--- src/rtl/regfile_wb_arbiter.sv ---
// Writeback arbiter for the single register-file write port (req0 = ALU, req1 = LSU),
// with a pending-write scoreboard for RAW/WAW hazard queries. Optional macro: WB_BYPASS_EN.
module regfile_wb_arbiter #(
  parameter int XLEN       = 32,
  parameter int REG_AW     = 5,
  parameter bit FIXED_PRIO = 1'b0
) (
  input  logic              clk,
  input  logic              rst_n,
  input  logic              req0_valid,
  input  logic [REG_AW-1:0] req0_rd,
  input  logic [XLEN-1:0]   req0_data,
  output logic              req0_ready,
  input  logic              req1_valid,
  input  logic [REG_AW-1:0] req1_rd,
  input  logic [XLEN-1:0]   req1_data,
  output logic              req1_ready,
  input  logic              issue_valid,
  input  logic [REG_AW-1:0] issue_rd,
  input  logic              flush,
  input  logic [REG_AW-1:0] rs1,
  input  logic [REG_AW-1:0] rs2,
  output logic              rs1_busy,
  output logic              rs2_busy,
  output logic              wr_en,
  output logic [REG_AW-1:0] wr_rd,
  output logic [XLEN-1:0]   wr_data
`ifdef WB_BYPASS_EN
  ,
  output logic              rs1_fwd_valid,
  output logic [XLEN-1:0]   rs1_fwd_data,
  output logic              rs2_fwd_valid,
  output logic [XLEN-1:0]   rs2_fwd_data
`endif
);

  localparam int NREG = 2 ** REG_AW;

  logic              last_q, last_d;
  logic              wr_en_q, wr_en_d;
  logic [REG_AW-1:0] wr_rd_q, wr_rd_d;
  logic [XLEN-1:0]   wr_data_q, wr_data_d;
  logic [NREG-1:0]   pending_q, pending_d;

  logic              grant0, grant1, accept;
  logic [REG_AW-1:0] acc_rd;
  logic [XLEN-1:0]   acc_data;

  // NOTE: every signal written in an always_comb gets a default first, so no path leaves it unassigned (no latch).
  always_comb begin
    grant0 = 1'b0;
    grant1 = 1'b0;
    if (rst_n) begin
      if (req0_valid && req1_valid) begin
        // last_q names the previous winner; the other requester goes next.
        if (FIXED_PRIO || last_q) grant0 = 1'b1;
        else                      grant1 = 1'b1;
      end else begin
        grant0 = req0_valid;
        grant1 = req1_valid;
      end
    end
  end

  assign req0_ready = grant0;
  assign req1_ready = grant1;
  assign accept     = grant0 | grant1;
  assign acc_rd     = grant1 ? req1_rd   : req0_rd;
  assign acc_data   = grant1 ? req1_data : req0_data;

  always_comb begin
    last_d    = last_q;
    wr_en_d   = 1'b0;
    wr_rd_d   = wr_rd_q;
    wr_data_d = wr_data_q;
    if (accept) begin
      last_d    = grant1;
      wr_en_d   = (acc_rd != '0);
      wr_rd_d   = acc_rd;
      wr_data_d = acc_data;
    end
  end

  // Clear is applied before set so a same-edge issue to the same rd stays pending.
  always_comb begin
    pending_d = pending_q;
    if (flush) begin
      pending_d = '0;
    end else begin
      if (accept && acc_rd != '0)           pending_d[acc_rd]   = 1'b0;
      if (issue_valid && issue_rd != '0)    pending_d[issue_rd] = 1'b1;
    end
    pending_d[0] = 1'b0;
  end

  // NOTE: sequential state uses non-blocking assignments so every flop samples pre-edge values.
  always_ff @(posedge clk) begin
    if (!rst_n) begin
      last_q    <= 1'b1;
      wr_en_q   <= 1'b0;
      wr_rd_q   <= '0;
      wr_data_q <= '0;
      // NOTE: the scoreboard is a flop vector, not a RAM, so it is reset along with the rest.
      pending_q <= '0;
    end else begin
      last_q    <= last_d;
      wr_en_q   <= wr_en_d;
      wr_rd_q   <= wr_rd_d;
      wr_data_q <= wr_data_d;
      pending_q <= pending_d;
    end
  end

  assign wr_en    = wr_en_q;
  assign wr_rd    = wr_rd_q;
  assign wr_data  = wr_data_q;
  assign rs1_busy = pending_q[rs1];
  assign rs2_busy = pending_q[rs2];

`ifdef WB_BYPASS_EN
  // wr_en_q is never set for x0, so forwarding never claims rs==0.
  assign rs1_fwd_valid = wr_en_q && (wr_rd_q == rs1);
  assign rs1_fwd_data  = wr_data_q;
  assign rs2_fwd_valid = wr_en_q && (wr_rd_q == rs2);
  assign rs2_fwd_data  = wr_data_q;
`endif

endmodule

--- config.mk ---
export PLATFORM = sky130hd
export DESIGN_NAME = regfile_wb_arbiter
export DESIGN_NICKNAME = d
export VERILOG_FILES = /design/src/rtl/regfile_wb_arbiter.sv
export SDC_FILE = /design/constraint.sdc
export NUM_CORES = 1
export LEC_CHECK = 0
export CORE_MARGIN = 2
export CORE_UTILIZATION = 55
export CTS_CLUSTER_DIAMETER = 40
export DETAILED_ROUTE_END_ITERATION = 8
export DONT_BUFFER_PORTS = 1
export GPL_ROUTABILITY_DRIVEN = 0
export PLACE_DENSITY = 0.75
export SYNTH_ARGS = -nofsm -noshare
export SYNTH_HDL_FRONTEND = slang
export SYNTH_SLANG_ARGS = --single-unit
--- constraint.sdc ---
create_clock -name clk -period 2 [get_ports clk]
set_clock_uncertainty 0.05 [all_clocks]
set_input_delay 0 -clock clk [delete_from_list [all_inputs] [get_ports clk]]
set_output_delay 0 -clock clk [all_outputs]
set_load 0.01 [all_outputs]
After elaboration in Yosys (flattened, before gate mapping)
Cells that the tools add are included.
{"block": "word_totals", "ff_bits": 71, "inputBits": 95, "output_inout_bits": 42}
{"block": "op_classes", "order_cmp": 6, "n_reduce_logical": 9, "bitwise_logic": 5, "n_mux": 19}
{"cell": "32-bit two-way mux", "n": 4}
{"cell": "32-bit AND", "n": 1}
{"cell": "32-bit NOT", "n": 1}
{"cell": "32-bit bitwise OR", "n": 1}
{"cell": "5-bit by 6-bit less-than comparator with 1-bit output (second input constant)", "n": 4}
{"cell": "1-bit binary-select mux with 5-bit select", "n": 2}
{"cell": "1-bit demux with 5-bit select", "n": 2}
{"cell": "5-bit by 1-bit >= comparator with 1-bit output (second input constant)", "n": 2}
{"cell": "1-bit two-way mux", "n": 10}
{"cell": "5-bit nonzero test", "n": 2}
{"cell": "1-bit logical AND", "n": 5}
{"cell": "5-bit two-way mux", "n": 1}
{"cell": "2-bit AND reduction", "n": 1}
{"cell": "2-bit OR reduction", "n": 1}
{"cell": "1-bit NOT", "n": 1}
{"cell": "1-bit bitwise OR", "n": 1}

Logic depth before layout (Yosys ltp)
{"block": "logic_depth", "ltp_word": 14, "depth_mapped": 7, "mapped_depth_nobuf": 5}

Worst setup path before layout
No wires, ideal clock.
{"block": "synth_path", "kind": "register to register", "start": "register last_q", "end": "register pending_q[21]", "required_ns": 1.830, "arrival_ns": 1.398, "synth_period_minus_slack_ns": 1.567, "path_slack_ns": 0.433, "path_stages_with_launch": 5, "path_cell_list": "dfxtp_1 > a21bo_2 > or4_4 > and4_1 > a211o_1"}
{"block": "synth_between", "elab_chain_len": 14}
{"item": "from (decl)", "line": "39", "rtl": "logic last_q, last_d;"}
{"item": "from (signal assigned)", "line": "106", "rtl": "last_q <= last_d;"}
{"item": "1-bit two-way mux", "line": "56", "rtl": "if (FIXED_PRIO || last_q) grant0 = 1'b1;"}
{"item": "1-bit two-way mux", "line": "54", "rtl": "if (req0_valid && req1_valid) begin"}
{"item": "1-bit two-way mux", "line": "53", "rtl": "if (rst_n) begin"}
{"item": "5-bit two-way mux", "line": "68", "rtl": "assign acc_rd = grant1 ? req1_rd : req0_rd;"}
{"item": "5-bit by 6-bit less-than comparator with 1-bit output (not written as such) or 5-bit by 1-bit >= comparator with 1-bit output (tied branches)", "line": "90", "rtl": "if (accept && acc_rd != '0) pending_d[acc_rd] = 1'b0;"}
{"item": "1-bit logical AND (not written as such)", "line": "90"}
{"item": "1-bit two-way mux (not written as such)", "line": "90"}
{"item": "1-bit demux with 5-bit select", "line": "90"}
{"item": "32-bit NOT (no line)"}
{"item": "32-bit AND (no line)"}
{"item": "32-bit two-way mux *", "line": "90"}
{"item": "32-bit two-way mux *", "line": "87", "rtl": "if (flush) begin"}
{"item": "32-bit bitwise OR (no line)"}
{"item": "32-bit two-way mux *", "line": "91", "rtl": "if (issue_valid && issue_rd != '0) pending_d[issue_rd] = 1'b1;"}
{"item": "to (signal assigned)", "line": "110", "rtl": "pending_q <= pending_d;"}
{"item": "to (decl)", "line": "43", "rtl": "logic [NREG-1:0] pending_q, pending_d;"}
Every way passes the cells marked *; elsewhere a longest branch is shown, timed or not. The select of a mux whose other input is x is not followed.
A chain may end at the register's enable or synchronous reset.

Worst setup path after layout
{"block": "layout_path", "start": "register last_q", "end": "register wr_rd_q[2], in the netlist wr_rd[2]"}
{"block": "layout_between", "elab_chain_len": 4}
{"item": "1-bit two-way mux", "line": "56"}
{"item": "1-bit two-way mux", "line": "54"}
{"item": "1-bit two-way mux", "line": "53"}
{"item": "5-bit two-way mux or 1-bit bitwise OR (tied branches)", "line": "68, 67"}
{"item": "to (signal assigned)", "line": "108", "rtl": "wr_rd_q <= wr_rd_d;"}
{"item": "to (decl)", "line": "41", "rtl": "logic [REG_AW-1:0] wr_rd_q, wr_rd_d;"}
Parallel ways exist; a longest one is shown, timed or not.

==> impl_metrics.toml <==
[outcome]
status = "complete, but fails checks"
violations = "negative setup slack"

[grt]
grt_max_degree = 38
grt_pass1_wl_mm = 20.9
grt.busiest_layer = "met2"
grt.met1_usage_pct = 38.8
grt_overflow = 0
grtUsageMet3_pct = 11.2
first_global_vias = 4210
antenna_found_initial = 0
grtUsageTotal_pct = 35.4
use_met2_pct = 60.1

[sta]
setup_slack_ns = -0.0146
drv_slew = 0
slew_headroom_pct = 61.1
hold_violations = 0
fin_crit_ns = 2.01
rsz0062_at_grt = "yes"
period_share_pct = 101
finalSetupViolations = 1
max_freq_mhz = 496
worst_slew_pin_slew_ns = 0.583
hold_slack_ns = 0.0133

[power_and_ir_drop]
p_int_w = 0.00228
combPwrFrac_pct = 14.8
p_leak_nw = 2.05
ir_drop_uv = 426
p_per_area_mw_per_mm2 = 635
p_sw_share_pct = 28.3
switching_power_w = 0.000898
clkPwrFrac_pct = 37.0
seqPwrFrac_pct = 48.2

[synth]
synth_top_area_share_pct = 35.7
syn-num-nets = 533
synthFlopType = "dfxtp_1"
synth_common_cells = "70 x dfxtp_1, 60 x o21ai_0, 47 x a21oi_1"
muxShareOfSynthArea_pct = 18.7
async_reset_ff_share_pct = 0
netlist_area_sq_mm = 0.00393
synth_top_family_by_area = "compound AO/OA/AOI/OAI gates"
synthAdderAreaFrac_pct = 0
synth-simple-area-share_pct = 20.0
seq_area_frac_synth_pct = 35.7
synth-compound-area-share_pct = 20.7
synth_cells = 438
synthXorXnorAreaFrac_pct = 0
ys_ff_latch = 70
ys_types = 50
synth-edff-count = 0
postSynthAreaPerCell_sq_um = 8.97
yosysWarnings = 0
synth_area_leaders = "dfxtp_1 36%, mux2i_1 8.9%, mux4_1 8.0%"
synth.most_common_cell = "dfxtp_1"
yosysTopAreaCell = "dfxtp_1"

[routing]
wl_per_cell_um = 21.8
first_pass_iters = 7
dr_total_vias = 4194
vias_per_cell = 6.83
ant_nets = 0
routed_wl_mm = 13.4
drc_errors = 0
drtIter0Drc = 767

[worst_setup_path]
startpoint_type = "register"
crit_family = "compound AO/OA/AOI/OAI gates"
slowest_delay_ns = 0.57
crit_path_end_kind = "register"
critPathKind = "register to register"
r2r-start = "last_q$_SDFFE_PN1N_"
path_cells = "a21boi_2, nand2_2, mux2i_1, dlygate4sd3_1, o21ai_0"
critical_path_buf_inv_count = 1
startpoint = "last_q$_SDFFE_PN1N_"
cp_max_fo = 11
cp_slowest_cell = "dlygate4sd3_1"
worstPathRequired_ns = 2.23
cp.arrival_ns = 2.25

[place]
place_area_sq_mm = 0.00396
portBuffers = 0
dp_slack_ns = 0.204
dp_hpwl_mm = 7.76

[run]
maxCapViolCount = 0

[cells_and_area]
final_net_count = 608
final_cell_area_sq_mm = 0.00501
areaGrowthSynthToFinish_pct = 27.5
antenna_cells = 0
drive_gt1_share_pct = 12.5

[clocking]
cts-root-buf = "clkbuf_8"
clock_path_buffers = 2
htreeDepth = 3
clock-sinks = 70
postCtsSetupBuffers = 0
cts_inserted_buffers = 9
clkLatencyLatePin_ns = 0.36
cts.clk_slew.worst_paths_ns = 0.09
cts_tree = "built"

[floorplan]
rows = 30
start_util_pct = 57.2
die_h_um = 88.5
core-area_sq_mm = 0.00687
dieArea_sq_mm = 0.00783
die_w_um = 88.5
top_level_ports = 137

[worst_hold_path]
worst_hold_startpoint = "rst_n"
hp-class = "input port to register"
-- through the flow --
step	std cells	utilization (%)	power [W]	TNS (ns)
after detailed placement	515	57.7	0.00185	0
after global placement	515	57.7	0.00184	0
after floorplan	438	-	0.00181	0
final	614	72.9	0.00318	-0.0146
after CTS	614	72.8	0.00313	0
after global routing	614	72.9	0.00328	-0.273
-- what timing repair did --
item,CTS,global route
hold endpoints to repair,58,0
endpoints found under the setup margin,1,4
pin swaps,0,3
gates cloned,0,0
hold buffers,83,0
resized for setup,1,26
-- sequential cells by signal (all words and copies together), names as in the netlist --
signal     flops
last_q         1
pending_q     31
wr_data       32
wr_en          1
wr_rd          5
-- power groups by stage --
stage	registers, W	clock network, W	logic (W)
6_report	0.00153	0.00118	0.000471
5_1_grt	0.00154	0.00124	0.000501
4_1_cts	0.00153	0.00116	0.000437
3_5_place_dp	0.00156	0	0.000292
3_3_place_gp	0.00156	0	0.000282
2_1_floorplan	0.00155	0	0.000265
-- metal layers --
metal	share of wire, %	wire length [um]	up-vias
li1	-	-	1804
met5	0	0	-
met2	49	6570	322
met4	5.7	766	0
met3	11	1430	77
met1	34	4590	1991
-- logic make-up (layout without fill, tap and decap cells) --
kind of cell | after synthesis | in the layout
compound gates | 139 | 139
buf+inv | 36 | 116
flops | 70 | 70
mux | 51 | 51
simple gates | 142 | 142
-- worst min-delay path, delay by kind of cell --
| family | cells | cell delay [ns] |
|---|---|---|
| AOI/OAI and AO/OA | 2 | 0.23 |
| and+or+nand+nor | 1 | 0.15 |
-- final cells by class --
| type | count | area [sq um] |
|---|---|---|
| Inverter | 7 | 26.3 |
| Clock inverter | 6 | 71.3 |
| Multi-Input combinational cell | 332 | 2340 |
| Sequential cell | 70 | 1420 |
| Timing Repair Buffer | 93 | 906 |
| Clock buffer | 10 | 128 |
| Tap cell | 96 | 120 |
| Fill cell | 472 | 1860 |
-- worst paths after layout --
check / to / slack (ns) / depth (start not counted)
worst max-delay path: wr_rd[2]$_SDFFE_PN0N_ / -0.01 / 5
worst min-delay path: pending_q[3]$_SDFF_PP0_ / 0.01 / 3
worst max register to register: wr_rd[2]$_SDFFE_PN0N_ / -0.01 / 5
worst min register to register: pending_q[13]$_SDFF_PP0_ / 0.44 / 1
-- cells in the final DEF, fill, tap and decap left out, types with 9 or more instances in the layout --
cell type and n:
dlygate4sd3_1 83, o21ai_0 59, dfxtp_1 56, a21oi_1 47
nand2_1 43, mux2i_1 35, nor2_1 32, dfxtp_2 13
buf_4 10, mux4_2 9, clkbuf_8 9
Note: power is estimated with default switching activity, not from simulation.
